$ cat src/rtl/lsu_bus_ctrl.sv
// Load/store unit: func3-coded accesses to a handshaked word bus with byte enables and load extension.
// Build option LSU_MISALIGN_SPLIT_EN: word-crossing misaligned accesses run as two bus transactions.
module lsu_bus_ctrl #(
    parameter int unsigned XLEN        = 32,
    parameter int unsigned ADDR_W      = 32,
    parameter int unsigned TIMEOUT_CYC = 64
) (
    input  logic              CLK,
    input  logic              Reset,
    input  logic              req_valid,
    output logic              req_ready,
    input  logic              req_load,
    input  logic              req_store,
    input  logic [2:0]        req_func3,
    input  logic [ADDR_W-1:0] req_addr,
    input  logic [XLEN-1:0]   req_wdata,
    input  logic              flush,
    output logic              stall,
    output logic              rsp_valid,
    output logic [XLEN-1:0]   rsp_rdata,
    output logic [1:0]        rsp_fault,
    output logic [ADDR_W-1:0] MEM_addr,
    output logic [XLEN-1:0]   MEM_WR_out,
    output logic [XLEN/8-1:0] MEM_be,
    output logic              MEM_rd_en,
    output logic              MEM_wr_en,
    input  logic              MEM_ack,
    input  logic [XLEN-1:0]   MEM_data
);
    localparam int unsigned LANES   = XLEN / 8;
    localparam int unsigned OFF_W   = $clog2(LANES);
    localparam int unsigned CNT_W   = (TIMEOUT_CYC > 1) ? $clog2(TIMEOUT_CYC + 1) : 1;
    localparam int unsigned TO_LAST = (TIMEOUT_CYC > 0) ? TIMEOUT_CYC - 1 : 0;
`ifdef LSU_MISALIGN_SPLIT_EN
    localparam int unsigned SPAN    = 2;
`else
    localparam int unsigned SPAN    = 1;
`endif
    localparam int unsigned BE_W    = SPAN * LANES;
    localparam int unsigned WD_W    = SPAN * XLEN;

    localparam logic [1:0] F_OK = 2'b00, F_MIS = 2'b01, F_ILL = 2'b10, F_TO = 2'b11;

    typedef enum logic [1:0] {
        IDLE    = 2'd0,
        ACCESS  = 2'd1,
        RESP    = 2'd2
`ifdef LSU_MISALIGN_SPLIT_EN
        , ACCESS2 = 2'd3
`endif
    } state_t;

    state_t              state_q, state_d;
    logic [ADDR_W-1:0]   addr_q, addr_d;
    logic [XLEN-1:0]     wd_q, wd_d;
    logic [LANES-1:0]    be_q, be_d;
    logic                rd_en_q, rd_en_d, wr_en_q, wr_en_d;
    logic [CNT_W-1:0]    cnt_q, cnt_d;
    logic                flush_q, flush_d;
    logic                rsp_valid_q, rsp_valid_d;
    logic [XLEN-1:0]     rsp_rdata_q, rsp_rdata_d;
    logic [1:0]          rsp_fault_q, rsp_fault_d;
    logic [OFF_W-1:0]    off_q, off_d;
    logic [2:0]          f3_q, f3_d;
    logic                is_ld_q, is_ld_d;
`ifdef LSU_MISALIGN_SPLIT_EN
    logic [ADDR_W-1:0]   hi_addr_q, hi_addr_d;
    logic [LANES-1:0]    hi_be_q, hi_be_d;
    logic [XLEN-1:0]     hi_wd_q, hi_wd_d;
    logic                split_q, split_d;
    logic [XLEN-1:0]     lo_data_q, lo_data_d;
`endif

    logic                f3_ok, illegal, mis, timeout;
    logic [ADDR_W-1:0]   word_addr;
    logic [XLEN-1:0]     st_mask, ld_mask, ld_raw, ld_ext;
    logic [BE_W-1:0]     be_wide;
    logic [WD_W-1:0]     wd_wide, ld_cat;
    logic                ld_sign;

    // Request decode: legality, alignment, lane enables and lane-shifted store data
    always_comb begin
        f3_ok = 1'b0;
        case (req_func3)
            3'b000, 3'b001, 3'b010, 3'b100, 3'b101: f3_ok = 1'b1;
            3'b011, 3'b110:                         f3_ok = (XLEN == 64);
            default:                                f3_ok = 1'b0;
        endcase
        if (req_store && req_func3[2]) f3_ok = 1'b0;
        illegal   = (req_load == req_store) || !f3_ok;
        mis       = (req_addr[OFF_W-1:0] & OFF_W'((32'd1 << req_func3[1:0]) - 32'd1)) != '0;
        word_addr = {req_addr[ADDR_W-1:OFF_W], OFF_W'(0)};
        st_mask   = ~({XLEN{1'b1}} << (32'd8 << req_func3[1:0]));
        be_wide   = BE_W'((32'd1 << (32'd1 << req_func3[1:0])) - 32'd1) << req_addr[OFF_W-1:0];
        wd_wide   = WD_W'(req_wdata & st_mask) << {req_addr[OFF_W-1:0], 3'b000};
    end

    // Load path: select lanes (merging both words after a split) and extend
    always_comb begin
`ifdef LSU_MISALIGN_SPLIT_EN
        ld_cat = (state_q == ACCESS2) ? {MEM_data, lo_data_q} : {XLEN'(0), MEM_data};
`else
        ld_cat = MEM_data;
`endif
        ld_raw  = XLEN'(ld_cat >> {off_q, 3'b000});
        ld_mask = ~({XLEN{1'b1}} << (32'd8 << f3_q[1:0]));
        ld_sign = ((ld_raw & ld_mask & ~(ld_mask >> 1)) != '0) && !f3_q[2];
        ld_ext  = (ld_raw & ld_mask) | (ld_sign ? ~ld_mask : '0);
        timeout = (TIMEOUT_CYC != 0) && (cnt_q == CNT_W'(TO_LAST));
    end

    always_comb begin
        state_d     = state_q;
        addr_d      = addr_q;
        wd_d        = wd_q;
        be_d        = be_q;
        rd_en_d     = rd_en_q;
        wr_en_d     = wr_en_q;
        cnt_d       = cnt_q;
        flush_d     = flush_q;
        rsp_valid_d = 1'b0;
        rsp_rdata_d = rsp_rdata_q;
        rsp_fault_d = rsp_fault_q;
        off_d       = off_q;
        f3_d        = f3_q;
        is_ld_d     = is_ld_q;
`ifdef LSU_MISALIGN_SPLIT_EN
        hi_addr_d   = hi_addr_q;
        hi_be_d     = hi_be_q;
        hi_wd_d     = hi_wd_q;
        split_d     = split_q;
        lo_data_d   = lo_data_q;
`endif
        case (state_q)
            IDLE: begin
                if (req_valid) begin
                    off_d   = req_addr[OFF_W-1:0];
                    f3_d    = req_func3;
                    is_ld_d = req_load;
                    flush_d = 1'b0;
                    cnt_d   = '0;
                    if (illegal) begin
                        state_d     = RESP;
                        rsp_valid_d = 1'b1;
                        rsp_fault_d = F_ILL;
                        rsp_rdata_d = '0;
                    end
`ifndef LSU_MISALIGN_SPLIT_EN
                    else if (mis) begin
                        state_d     = RESP;
                        rsp_valid_d = 1'b1;
                        rsp_fault_d = F_MIS;
                        rsp_rdata_d = '0;
                    end
`endif
                    else begin
                        state_d = ACCESS;
                        addr_d  = word_addr;
                        be_d    = be_wide[LANES-1:0];
                        wd_d    = wd_wide[XLEN-1:0];
                        rd_en_d = req_load;
                        wr_en_d = req_store;
`ifdef LSU_MISALIGN_SPLIT_EN
                        hi_addr_d = word_addr + ADDR_W'(LANES);
                        hi_be_d   = be_wide[BE_W-1:LANES];
                        hi_wd_d   = wd_wide[WD_W-1:XLEN];
                        split_d   = mis && (be_wide[BE_W-1:LANES] != '0);
`endif
                    end
                end
            end
`ifdef LSU_MISALIGN_SPLIT_EN
            ACCESS, ACCESS2: begin
`else
            ACCESS: begin
`endif
                if (flush) flush_d = 1'b1;
                if (MEM_ack) begin
                    cnt_d = '0;
`ifdef LSU_MISALIGN_SPLIT_EN
                    if (state_q == ACCESS && split_q) begin
                        state_d   = ACCESS2;
                        addr_d    = hi_addr_q;
                        be_d      = hi_be_q;
                        wd_d      = hi_wd_q;
                        lo_data_d = MEM_data;
                    end else
`endif
                    begin
                        state_d     = RESP;
                        {addr_d, be_d, wd_d, rd_en_d, wr_en_d} = '0;
                        rsp_valid_d = !(flush_q || flush);
                        rsp_fault_d = F_OK;
                        rsp_rdata_d = is_ld_q ? ld_ext : '0;
                    end
                end else if (timeout) begin
                    // Late acks after this point are ignored: the strobes are already gone
                    state_d     = RESP;
                    {addr_d, be_d, wd_d, rd_en_d, wr_en_d} = '0;
                    rsp_valid_d = !(flush_q || flush);
                    rsp_fault_d = F_TO;
                    rsp_rdata_d = '0;
                end else begin
                    cnt_d = cnt_q + 1'b1;
                end
            end
            RESP: begin
                state_d     = IDLE;
                rsp_rdata_d = '0;
                rsp_fault_d = '0;
            end
            default: state_d = IDLE;
        endcase
    end

    always_ff @(posedge CLK or negedge Reset) begin
        if (!Reset) begin
            state_q     <= IDLE;
            addr_q      <= '0;
            wd_q        <= '0;
            be_q        <= '0;
            rd_en_q     <= 1'b0;
            wr_en_q     <= 1'b0;
            cnt_q       <= '0;
            flush_q     <= 1'b0;
            rsp_valid_q <= 1'b0;
            rsp_rdata_q <= '0;
            rsp_fault_q <= '0;
            off_q       <= '0;
            f3_q        <= '0;
            is_ld_q     <= 1'b0;
`ifdef LSU_MISALIGN_SPLIT_EN
            hi_addr_q   <= '0;
            hi_be_q     <= '0;
            hi_wd_q     <= '0;
            split_q     <= 1'b0;
            lo_data_q   <= '0;
`endif
        end else begin
            state_q     <= state_d;
            addr_q      <= addr_d;
            wd_q        <= wd_d;
            be_q        <= be_d;
            rd_en_q     <= rd_en_d;
            wr_en_q     <= wr_en_d;
            cnt_q       <= cnt_d;
            flush_q     <= flush_d;
            rsp_valid_q <= rsp_valid_d;
            rsp_rdata_q <= rsp_rdata_d;
            rsp_fault_q <= rsp_fault_d;
            off_q       <= off_d;
            f3_q        <= f3_d;
            is_ld_q     <= is_ld_d;
`ifdef LSU_MISALIGN_SPLIT_EN
            hi_addr_q   <= hi_addr_d;
            hi_be_q     <= hi_be_d;
            hi_wd_q     <= hi_wd_d;
            split_q     <= split_d;
            lo_data_q   <= lo_data_d;
`endif
        end
    end

    // A flush during the response cycle still cancels the pulse
    assign req_ready  = (state_q == IDLE);
    assign stall      = (state_q != IDLE) || (req_valid && req_ready);
    assign rsp_valid  = rsp_valid_q && !flush;
    assign rsp_rdata  = rsp_rdata_q;
    assign rsp_fault  = rsp_fault_q;
    assign MEM_addr   = addr_q;
    assign MEM_WR_out = wd_q;
    assign MEM_be     = be_q;
    assign MEM_rd_en  = rd_en_q;
    assign MEM_wr_en  = wr_en_q;
endmodule
$ cat config.mk
export PLATFORM = sky130hd
export DESIGN_NAME = lsu_bus_ctrl
export DESIGN_NICKNAME = d
export VERILOG_FILES = /design/src/rtl/lsu_bus_ctrl.sv
export SDC_FILE = /design/constraint.sdc
export NUM_CORES = 1
export LEC_CHECK = 0
export ABC_AREA = 1
export CAP_MARGIN = 15
export CORE_MARGIN = 2
export CORE_UTILIZATION = 40
export DETAILED_ROUTE_END_ITERATION = 12
export PLACE_DENSITY = 0.72
export SYNTH_ARGS = -nofsm -noshare
export SYNTH_HDL_FRONTEND = slang
export SYNTH_SLANG_ARGS = --single-unit
$ cat constraint.sdc
create_clock -name CLK -period 2.42 [get_ports CLK]
set_input_delay 0.484 -clock CLK [delete_from_list [all_inputs] [get_ports CLK]]
set_output_delay 0.484 -clock CLK [all_outputs]
set_load 0.02 [all_outputs]
# Word level (Yosys, flattened, before mapping)
# Cells that the tools add are included.
# totals
latchBits	0
mem_bits_ro	0
ff_bits	121
memories	0
ram_bits	0
# op_classes
addsub	3
eq_ne	15
mux	60
n_lt_le_gt_ge	0
n_mul	0
bitwise	9
div_mod_pow	0
reduce_logical	25
n_shift	9
# ops
operator	n
32-bit two-way mux	14
32-bit one-hot mux with 2 select lines	2
32-bit AND	3
32-bit NOT	3
32-bit one-hot mux with 3 select lines	1
32-bit by 32-bit left shift with 32-bit output (first input constant)	2
4-bit by 2-bit left shift with 32-bit output (first input constant)	2
31-bit NOT with 32-bit output	1
32-bit bitwise OR	1
32-bit nonzero test	1
1-bit by 2-bit left shift with 32-bit output (first input constant)	1
1-bit by 32-bit left shift with 4-bit output (first input constant)	1
32-bit by 5-bit left shift with 32-bit output	1
32-bit by 5-bit >> shifter with 32-bit output	1
7-bit two-way mux	3
2-bit two-way mux	10
4-bit two-way mux	5
1-bit two-way mux	17
7-bit one-hot mux with 2 select lines	1
2-bit != test (second input constant)	4
1-bit one-hot mux with 2 select lines	4
4-bit one-hot mux with 2 select lines	1
7-bit by 1-bit adder with 7-bit output (second input constant)	1
7-bit by 6-bit equality test with 1-bit output (second input constant)	1
other kinds (26)	40

# Longest topological paths before layout
# Gate-level depths: netlist of run 1.
# depth
ltp_word	12
mapped_depth	12
depth_no_buf	10

# Least setup slack after synthesis of run 1
# No wires, ideal clock.
# synth_path
kind	input port to flip-flop
startpoint	in req_func3[1]
endpoint	reg be_q[3] (netlist: MEM_be[3])
setup_ns	0.116
t_required_ns	2.304
n_path_buf	1
path_stages	9
slack_ns	0.634
t_arrival_ns	1.669
path_cell_list	nor2_1 inv_1 clkbuf_1 ha_1 nand2_1 o211ai_1 nand2_1 nand2_1 nand2_1
# synth_between
elab_chain_len	8
word_cells_on_any_way	24
cone_classes	add/sub (2); eq/ne (6); shift (3); mux (6); bitwise (1); reduce/logical (6)
# synth_rtl
item	line_no	source
start: declaration	14	input logic [2:0] req_func3,
1-bit by 2-bit left shift with 32-bit output (tied with other cells)	94	be_wide = BE_W'((32'd1 << (32'd1 << req_func3[1:0])) - 32'd1) << req_addr[OFF_W-1:0];
1-bit by 32-bit left shift with 4-bit output / 5-bit OR reduction (equally long branches)	94, 84	
4-bit by 1-bit subtractor with 4-bit output / 1-bit two-way mux (equally long branches)	94, 84	
4-bit by 2-bit left shift with 4-bit output / 1-bit two-way mux (equally long branches)	94, 89	
4-bit two-way mux / 1-bit zero test (equally long branches)	149, 90	
4-bit two-way mux / 1-bit logical OR (equally long branches)	142, 90	
4-bit two-way mux / 2-bit != test (equally long branches)	n/a	
4-bit one-hot mux with 2 select lines / 5-bit AND reduction (equally long branches)	n/a	
end signal: assignment	221	be_q <= '0;
end signal: assignment	243	be_q <= be_d;
end: declaration	56	logic [LANES-1:0] be_q, be_d;
# Several ways; a longest one is shown, not always the timed one. The select of a mux whose other input is x is not followed.
# A chain may end at the register's enable or synchronous reset.

# Worst setup path in the final report of run 1
# layout_path
startpoint	reg state_q[1]
endpoint	out req_ready
# layout_between
elab_chain_len	1
# layout_rtl
item	line_no	source
start: declaration	53	state_t state_q, state_d;
start signal: assignment	240	state_q <= state_d;
2-bit zero test	265	assign req_ready = (state_q == IDLE);
end: declaration	11	output logic req_ready,
# No other way between the ends.

==> key figures, run 1 <==
STA
  • Setup_tns: 0 ns
  • Final Skew: 0.00860 ns
  • Final setup violation count: 0
  • Unrepaired setup endpoints after global routing: no
  • Period utilization: 0.967
  • Max-slew headroom: 0.606
  • Measured slew at the worst slew-check pin: 0.591 ns
  • Final min period: 2.34 ns
  • Max Clock Freq: 427 MHz
  • Slew Limit Fails: 0
  • Hold Vio Cnt, Final: 0

Pwr
  • Tot Pwr: 0.0109 W
  • Max rail drop VDD: 641 uV
  • Pwr/cell area: 1180 mW/mm^2
  • Leak: 4.30 nW

Synth
  • Syn Inst Count: 873
  • Count of unique library cells instantiated by Yosys: 31
  • Cell Area, Synth: 0.00636 mm^2
  • Syn_area_per_cell: 7.28 um^2
  • Yosys reg bits: 119
  • Seq/Total Area, Yosys: 0.469
  • YS warnings: 0

Worst setup path
  • Critical path class: reg2out
  • Reg-to-reg startpoint: state_q[1]$_DFFE_PN0P_
  • CP endpoint kind: output port
  • Sequence of cells on the critical path: inv_1 > ha_1 > buf_4 > clkdlybuf4s50_1
  • Crit start category: register
  • Critical Path RT: 1.94 ns
  • Delay-heaviest family, CP: buffers and inverters
  • CP max-delay cell: clkdlybuf4s50_1
  • Worst Path Buf+Inv: 3
  • Setup crit start: state_q[1]$_DFFE_PN0P_
  • Crit path DAT: 1.86 ns
  • Worst path max stage delay: 0.60 ns
  • Max Fanout on Critical Path: 5

CTS
  • CTS root buf: clkbuf_16
  • CTS HTree Levels: 4
  • CTS tree: built
  • Setup bufs post-CTS: 0
  • Clock Tree Buf Depth: 2
  • Clk_lat worst skew: 0.42 ns
  • Clock transition at path regs: 0.05 ns
  • TritonCTS buffer count: 17
  • Clk sinks: 119

Routing
  • DR pass1 iterations: 9
  • Drt drc: 0
  • Vias: 6485
  • Routed WL per cell: 14.9 um
  • Vias per std cell: 4.98
  • Drt total wl: 19.4 mm
  • DRT antenna net count: 0
  • DR iter-0 viols: 530

Place
  • Cell Count Post-Placement: 1270
  • Placer congestion estimate: 0.904
  • Placed inst area: 0.00868 mm^2
  • Post-DP HPWL: 14.0 mm
  • Input/output buffers: 210

GRT
  • Largest net degree at the start of global routing: 91
  • Initial antenna violation count: 1
  • GR Overflow Total: 0
  • Vias in the first global route: 6035
  • Overall Global Routing Usage: 0.232
  • Global-route wire length before repair: 30.4 mm

Finish
  • Nets: 1185
  • Most frequent cells in the layout: 320 x nand2_1, 208 x clkdlybuf4s50_1, 119 x dfrtp_1
  • Antenna cell count: 0
  • Fin cells: 1302
  • Fill count: 1439
  • Sequential cell area: 0.00298 mm^2
  • Footprint of the multi-input gates: 0.00292 mm^2
  • Area grow syn2layout: 45.9%
  • Proportion of layout cells with a drive suffix above 1: 0.0755
  • Post-route cell area: 0.00928 mm^2
  • Most common library cell in the layout ignoring fill and taps: nand2_1

Status
  • Outcome: completed

Floorplan
  • Die ar.: 0.0169 mm^2
  • # IOs: 213
  • Starting Density: 0.405
  • Core Area: 0.0157 mm^2
  • Die height: 130 um
  • Num rows: 46
  • Die Wd: 130 um

Job
  • Max_cap viols: 0

Worst hold path
  • Worst hold path class: in2async
-- worst register-to-register path, stage by stage, from the launching register on --
cell and delay, ns:
dfrtp_1 0.38, inv_1 0.08, ha_1 0.28, inv_2 0.14
nor2_4 0.06, a21oi_4 0.25, nand3_2 0.23, buf_4 0.27
nor2_1 0.10, nand2_1 0.06, nand2_1 0.07
-- repair_timing --
action	4_1_cts	5_1_grt
resized for setup	1	0
setup endpoints to repair	1	0
hold buffers	0	0
-- layer usage --
metal  global-route usage  vias up  share of wire
met5                    0        -              0
met4               0.0765        0          0.017
met3               0.0886       28           0.11
met2                0.361      295           0.45
met1                0.299     2953           0.43
li1                     -     3209              -
-- Yosys cell counts, drive strengths merged --
cell type  instances  area (um^2)
a21boi             1         7.51
a21oi             38          201
a31oi              2         12.5
buf               33          221
clkbuf            23         86.3
conb               1         3.75
dfrtp            119         2980
ha                 6         75.1
inv               45          169
mux2               1         11.3
nand2            322         1210
nand3             44          225
nand4             10         62.6
nor2              81          319
nor3               8         40.0
o211ai             7         52.6
o21ai            122          611
o22ai              1         6.26
o311ai             1         8.76
o31ai              1         7.51
or2                7         43.8
-- registers in the layout (all words and copies together) (netlist names) --
register and cells:
flush_q 1, MEM_be 4, MEM_rd_en 1, MEM_WR_out 32, rsp_valid_q 1, cnt_q 7
MEM_addr 30, rsp_rdata 32, f3_q 3, MEM_wr_en 1, off_q 2, rsp_fault 2
is_ld_q 1, state_q 2
-- final cells by class --
cell class,instances,area share
clock inverter,13,0.0167
timing repair buffer,236,0.253
multi-input combinational,654,0.315
sequential,119,0.321
tap,216,0.0291
clock buffer,19,0.0477
inverter,45,0.0182
-- metrics by stage --
step	utilization	hold WS [ns]	setup WS [ns]
global placement	0.552	0.463	0.138
global route	0.590	0.106	0.0116
finish	0.590	0.0794	0.0794
CTS	0.590	0.0853	0.0731
detailed placement	0.552	0.466	0.116
floorplan	-	0.188	0.634
-- cells by family after synthesis --
group,Yosys count,synth area share
flops,119,0.469
buf+inv,101,0.0750
compound gates,173,0.143
fa+ha+maj,6,0.0118
other cells,1,0.000590
mux,1,0.00177
simple gates,472,0.300
-- power breakdown --
| part | switching, W | internal (W) |
|---|---|---|
| sequential | 0.000388 | 0.00266 |
| combinational | 0.00324 | 0.00209 |
| clock | 0.000917 | 0.00164 |
-- path summary, 6_finish.rpt --
path | endpoint | slack, ns | cells past startpoint
max in group asynchronous | MEM_wr_en$_DFFE_PN0P_ | 1.70 | 2
min in group CLK | rsp_rdata[5]$_DFFE_PN0P_ | 0.47 | 2
hold reg to reg | rsp_rdata[5]$_DFFE_PN0P_ | 0.47 | 2
setup / recovery | req_ready | 0.08 | 4
setup reg to reg | rsp_rdata[10]$_DFFE_PN0P_ | 0.44 | 10
hold / removal | cnt_q[3]$_DFFE_PN0P_ | 0.08 | 1
No activity file was read; power rests on OpenSTA's default activity.
==> inputs of run 2 (changes only) <==
- CTS_CLUSTER_SIZE: not set -> 14
- RECOVER_POWER: not set -> 25
==> run 2 against run 1 <==
Clock power about the same. Die area unchanged. Combinational power is essentially flat. Power barely moved. Via count is 0.45% higher. Clock skew down 0.0014 ns. Design area decreased by 0.35%. Flip-flop and latch count did not move. First-iteration DRC count shrank 0.38%. Non-clock buffer count is the same. Critical path type unchanged. Largest cell class unchanged. Highest routed layer unchanged.
==> key figures, run 2 (same netlist as run 1, synthesis figures left out) <==
Place
  • Placer congestion estimate: 0.904
  • Placed inst area: 0.00868 mm^2
  • Input/output buffers: 210
  • Post-DP HPWL: 14.0 mm

Worst setup path
  • CP endpoint kind: output port
  • Crit start category: register
  • Setup crit start: state_q[1]$_DFFE_PN0P_
  • Max Fanout on Critical Path: 5
  • R2R Setup Slk: 0.46 ns
  • CP Capture Point: req_ready
  • R2r endpoint: rsp_rdata[10]$_DFFE_PN0P_
  • Reg-to-reg startpoint: state_q[0]$_DFFE_PN0P_
  • Crit path DAT: 1.87 ns
  • Critical Path RT: 1.94 ns
  • Worst reg-to-reg path cell count: 9
  • Critical path class: reg2out

Routing
  • Drt total wl: 19.5 mm
  • Drt drc: 0
  • DR iter-0 viols: 528
  • DR pass1 iterations: 5
  • DRT antenna net count: 0
  • Vias: 6514
  • Vias per std cell: 5.00
  • Routed WL per cell: 14.9 um

STA
  • Max Clock Freq: 425 MHz
  • Hold Vio Cnt, Final: 0
  • Final Skew: 0.00720 ns
  • Unrepaired setup endpoints after global routing: no
  • Final min period: 2.35 ns
  • Max-slew headroom: 0.273
  • Slew Limit Fails: 0
  • Period utilization: 0.972
  • Measured slew at the worst slew-check pin: 1.09 ns
  • Setup_tns: 0 ns
  • Final setup violation count: 0

Finish
  • Proportion of layout cells with a drive suffix above 1: 0.0755
  • Antenna cell count: 0
  • Area grow syn2layout: 45.4%
  • Nets: 1185
  • Most frequent cells in the layout: 320 x nand2_1, 208 x clkdlybuf4s50_1, 119 x dfrtp_1
  • Post-route cell area: 0.00924 mm^2
  • Layout Utilization: 0.588
  • Most common library cell in the layout ignoring fill and taps: nand2_1
  • Fill count: 1443

CTS
  • # hold bufs at CTS: 0
  • CTS root buf: clkbuf_16
  • Clk sinks: 119
  • CTS tree: built
  • TritonCTS buffer count: 17
  • CTS HTree Levels: 4
  • Clock Tree Buf Depth: 2
  • Clock transition at path regs: 0.05 ns
  • Clk_lat worst skew: 0.42 ns

Floorplan
  • Die Wd: 130 um
  • Die ar.: 0.0169 mm^2
  • Core Area: 0.0157 mm^2
  • Starting Density: 0.405
  • Num rows: 46
  • # IOs: 213
  • Die height: 130 um

GRT
  • GR peak layer: met2
  • Met2 Resource Use GR: 0.361
  • GR Layer Usage met1: 0.299
  • Global-route wire length before repair: 30.4 mm
  • GR Overflow Total: 0
  • Largest net degree at the start of global routing: 91
  • Overall Global Routing Usage: 0.232
  • Initial antenna violation count: 1
  • Routing usage on met3: 0.0886
  • Vias in the first global route: 6035

Worst hold path
  • Worst hold path class: in2async

Pwr
  • Pwr/cell area: 1180 mW/mm^2
  • Max rail drop VDD: 642 uV
  • Leak: 4.29 nW

Status
  • Outcome: completed

Job
  • Max_cap viols: 0
## run 2: repair_timing
action | CTS | global route
buffers inserted | 0 | 0
hold endpoints to repair | 0 | 0
resized for setup | 1 | 0
endpoints found under the setup margin | 1 | 0
## run 2: through the flow
| stage | hold slack, ns | std cells | setup WS [ns] | power (W) |
|---|---|---|---|---|
| after floorplan | 0.188 | 874 | 0.634 | 0.00637 |
| after global placement | 0.463 | 1270 | 0.138 | 0.00832 |
| after detailed placement | 0.466 | 1270 | 0.116 | 0.00838 |
| after CTS | 0.0853 | 1302 | 0.0731 | 0.0110 |
| after global routing | 0.334 | 1302 | 0.0116 | 0.0117 |
| final | 0.269 | 1302 | 0.0684 | 0.0109 |
## run 2: worst max-delay path, stage by stage (launching register included)
cell	delay, ns
dfrtp_1	0.40
inv_1	0.09
ha_1	0.20
buf_4	0.16
clkdlybuf4s50_1	0.60
## run 2: final cells by class
cell class / instances / area, um^2 / area share
clock inverter: 13 / 155 / 0.0168
timing repair buffer: 236 / 2310 / 0.250
tap: 216 / 270 / 0.0292
inverter: 45 / 169 / 0.0183
sequential: 119 / 2980 / 0.322
multi-input combinational: 654 / 2920 / 0.316
clock buffer: 19 / 443 / 0.0479
## run 2: worst min path at each step
| stage | start | end | slack (ns) | cells after the start |
|---|---|---|---|---|
| after floorplan | Reset | MEM_WR_out[0]$_DFFE_PN0P_ | 0.19 | 0 |
| after global placement | rsp_rdata[13]$_DFFE_PN0P_ | rsp_rdata[13]$_DFFE_PN0P_ | 0.46 | 2 |
| after detailed placement | rsp_rdata[5]$_DFFE_PN0P_ | rsp_rdata[5]$_DFFE_PN0P_ | 0.47 | 2 |
| after CTS | Reset | rsp_rdata[9]$_DFFE_PN0P_ | 0.09 | 1 |
| after global routing | Reset | rsp_rdata[9]$_DFFE_PN0P_ | 0.33 | 1 |
| final | Reset | cnt_q[4]$_DFFE_PN0P_ | 0.27 | 1 |
## run 2: metal layers
metal | vias to the layer above | share of wire
met2 | 309 | 0.45
met4 | 0 | 0.017
met3 | 27 | 0.11
li1 | 3212 | -
met1 | 2966 | 0.42
met5 | - | 0
## run 2: report_power, final
part | total [W] | internal (W) | switching [W]
Clock | 0.00256 | 0.00164 | 0.000919
Combinational | 0.00532 | 0.00208 | 0.00324
Sequential | 0.00304 | 0.00266 | 0.000389
Total | 0.0109 | 0.00638 | 0.00454
==> inputs of run 3 (changes only) <==
- CORE_UTILIZATION: 40 -> 36
- PLACE_DENSITY: 0.72 -> 0.66
- SKIP_LAST_GASP: not set -> 1
==> run 3 against run 2 <==
The flow now finishes with violations (capacitance limit, slew limit). Clock skew about the same. Register-to-register slack about the same. Design area rose by 1.1%. Critical path type unchanged. Core utilization down 4.8 points. Die area is 11% higher. Clock power is 7% higher. Critical path depth up 2. Power rose by 2.4%. Critical endpoint is now stall. Maximum frequency increased by 6.5%. Clock-buffer cell count shrank 1. Worst hold slack gained 0.21 ns.
==> key figures, run 3 (same netlist as run 1, synthesis figures left out) <==
STA
  • Slew Limit Fails: 31
  • Unrepaired setup endpoints after global routing: no
  • Period utilization: 0.912
  • Max Clock Freq: 453 MHz
  • Max-slew headroom: -0.284
  • Hold Vio Cnt, Final: 0
  • Final Skew: 0.00768 ns
  • Setup_tns: 0 ns
  • Measured slew at the worst slew-check pin: 1.93 ns
  • Final setup violation count: 0
  • Final min period: 2.21 ns
  • Worst setup margin: 0.212 ns

Worst setup path
  • Critical Path RT: 1.94 ns
  • Max Fanout on Critical Path: 4
  • CP endpoint kind: output port
  • Critical path class: reg2out
  • Crit path DAT: 1.72 ns
  • Crit start category: register

Pwr
  • Tot Pwr: 0.0112 W
  • Max rail drop VDD: 674 uV
  • Leak: 4.32 nW
  • Pwr/cell area: 1200 mW/mm^2

CTS
  • CTS tree: built
  • # hold bufs at CTS: 0
  • Clk_lat worst skew: 0.42 ns
  • TritonCTS buffer count: 17
  • Clock transition at path regs: 0.05 ns
  • Clk sinks: 119
  • Clock Tree Buf Depth: 2
  • CTS HTree Levels: 4
  • CTS root buf: clkbuf_16
  • Setup bufs post-CTS: 0

Routing
  • DR pass1 iterations: 7
  • Routed WL per cell: 15.1 um
  • Vias: 6496
  • DRT antenna net count: 0
  • Drt total wl: 19.9 mm
  • DR iter-0 viols: 585
  • Drt drc: 0
  • Vias per std cell: 4.95

Finish
  • Sequential cell area: 0.00298 mm^2
  • Area grow syn2layout: 47.0%
  • Nets: 1186
  • Proportion of layout cells with a drive suffix above 1: 0.0754
  • Fin cells: 1313
  • Most frequent cells in the layout: 320 x nand2_1, 207 x clkdlybuf4s50_1, 119 x dfrtp_1
  • Fill count: 1713
  • Footprint of the multi-input gates: 0.00292 mm^2
  • Layout Utilization: 0.540
  • Most common library cell in the layout ignoring fill and taps: nand2_1

Job
  • Max_cap viols: 1

Floorplan
  • Die height: 137 um
  • Die Wd: 137 um
  • Die ar.: 0.0187 mm^2
  • Starting Density: 0.367
  • Num rows: 48
  • Core Area: 0.0173 mm^2
  • # IOs: 213

Place
  • Post-DP HPWL: 14.2 mm
  • Input/output buffers: 210
  • Cell Count Post-Placement: 1280
  • Placer congestion estimate: 0.914
  • Setup WS pre-CTS: 0.117 ns

Status
  • Failing checks: capacitance limit, slew limit
  • Outcome: finished with violations

Worst hold path
  • Worst hold path class: reg2reg

GRT
  • Initial antenna violation count: 1
  • Overall Global Routing Usage: 0.218
  • Largest net degree at the start of global routing: 54
  • Global-route wire length before repair: 31.5 mm
  • Vias in the first global route: 6110
  • GR Overflow Total: 0
run 3: layout make-up:
| class | count | area share |
|---|---|---|
| clock inverter | 14 | 0.0212 |
| sequential | 119 | 0.319 |
| multi-input combinational | 654 | 0.312 |
| timing repair buffer | 237 | 0.252 |
| inverter | 45 | 0.0181 |
| tap | 225 | 0.0301 |
| antenna | 1 | 0.000268 |
| clock buffer | 18 | 0.0470 |
run 3: worst paths after layout:
kind	start	endpoint	slack, ns	cells past startpoint
max in group asynchronous	Reset	MEM_WR_out[11]$_DFFE_PN0P_	0.54	2
hold / removal	rsp_rdata[13]$_DFFE_PN0P_	rsp_rdata[13]$_DFFE_PN0P_	0.48	2
hold reg to reg	rsp_rdata[13]$_DFFE_PN0P_	rsp_rdata[13]$_DFFE_PN0P_	0.48	2
setup reg to reg	state_q[1]$_DFFE_PN0P_	cnt_q[5]$_DFFE_PN0P_	0.45	9
setup / recovery	state_q[1]$_DFFE_PN0P_	stall	0.21	6
min in group asynchronous	Reset	rsp_rdata[2]$_DFFE_PN0P_	0.60	1
run 3: per-stage QoR:
stage,instance area (um^2),hold slack [ns]
after floorplan,6360,0.188
after global placement,8710,0.458
after detailed placement,8710,0.465
after CTS,9350,0.0196
after global routing,9340,0.502
final,9340,0.477
run 3: critical path: stages, from the launching register on:
cell and delay (ns):
dfrtp_1 0.40, inv_1 0.09, ha_1 0.19, inv_1 0.06
nor2_2 0.19, inv_1 0.07, dlygate4sd2_1 0.32
run 3: layer usage:
metal | vias to the layer above | GRT usage | routed length [um]
li1 | 3210 | - | -
met1 | 2939 | 0.294 | 8870
met2 | 306 | 0.324 | 8490
met3 | 39 | 0.0759 | 2100
met4 | 2 | 0.0808 | 415
met5 | - | 0 | 13
run 3: power by group:
group	internal, W	switching, W	leakage [nW]
registers	0.00265	0.000432	1.56
logic	0.00214	0.00321	2.46
clock network	0.00176	0.000986	0.301
run 3: timing repair:
action / in CTS / in global routing
setup endpoints to repair: 1 / 1
hold endpoints to repair: 0 / 0
resized for setup: 1 / 1
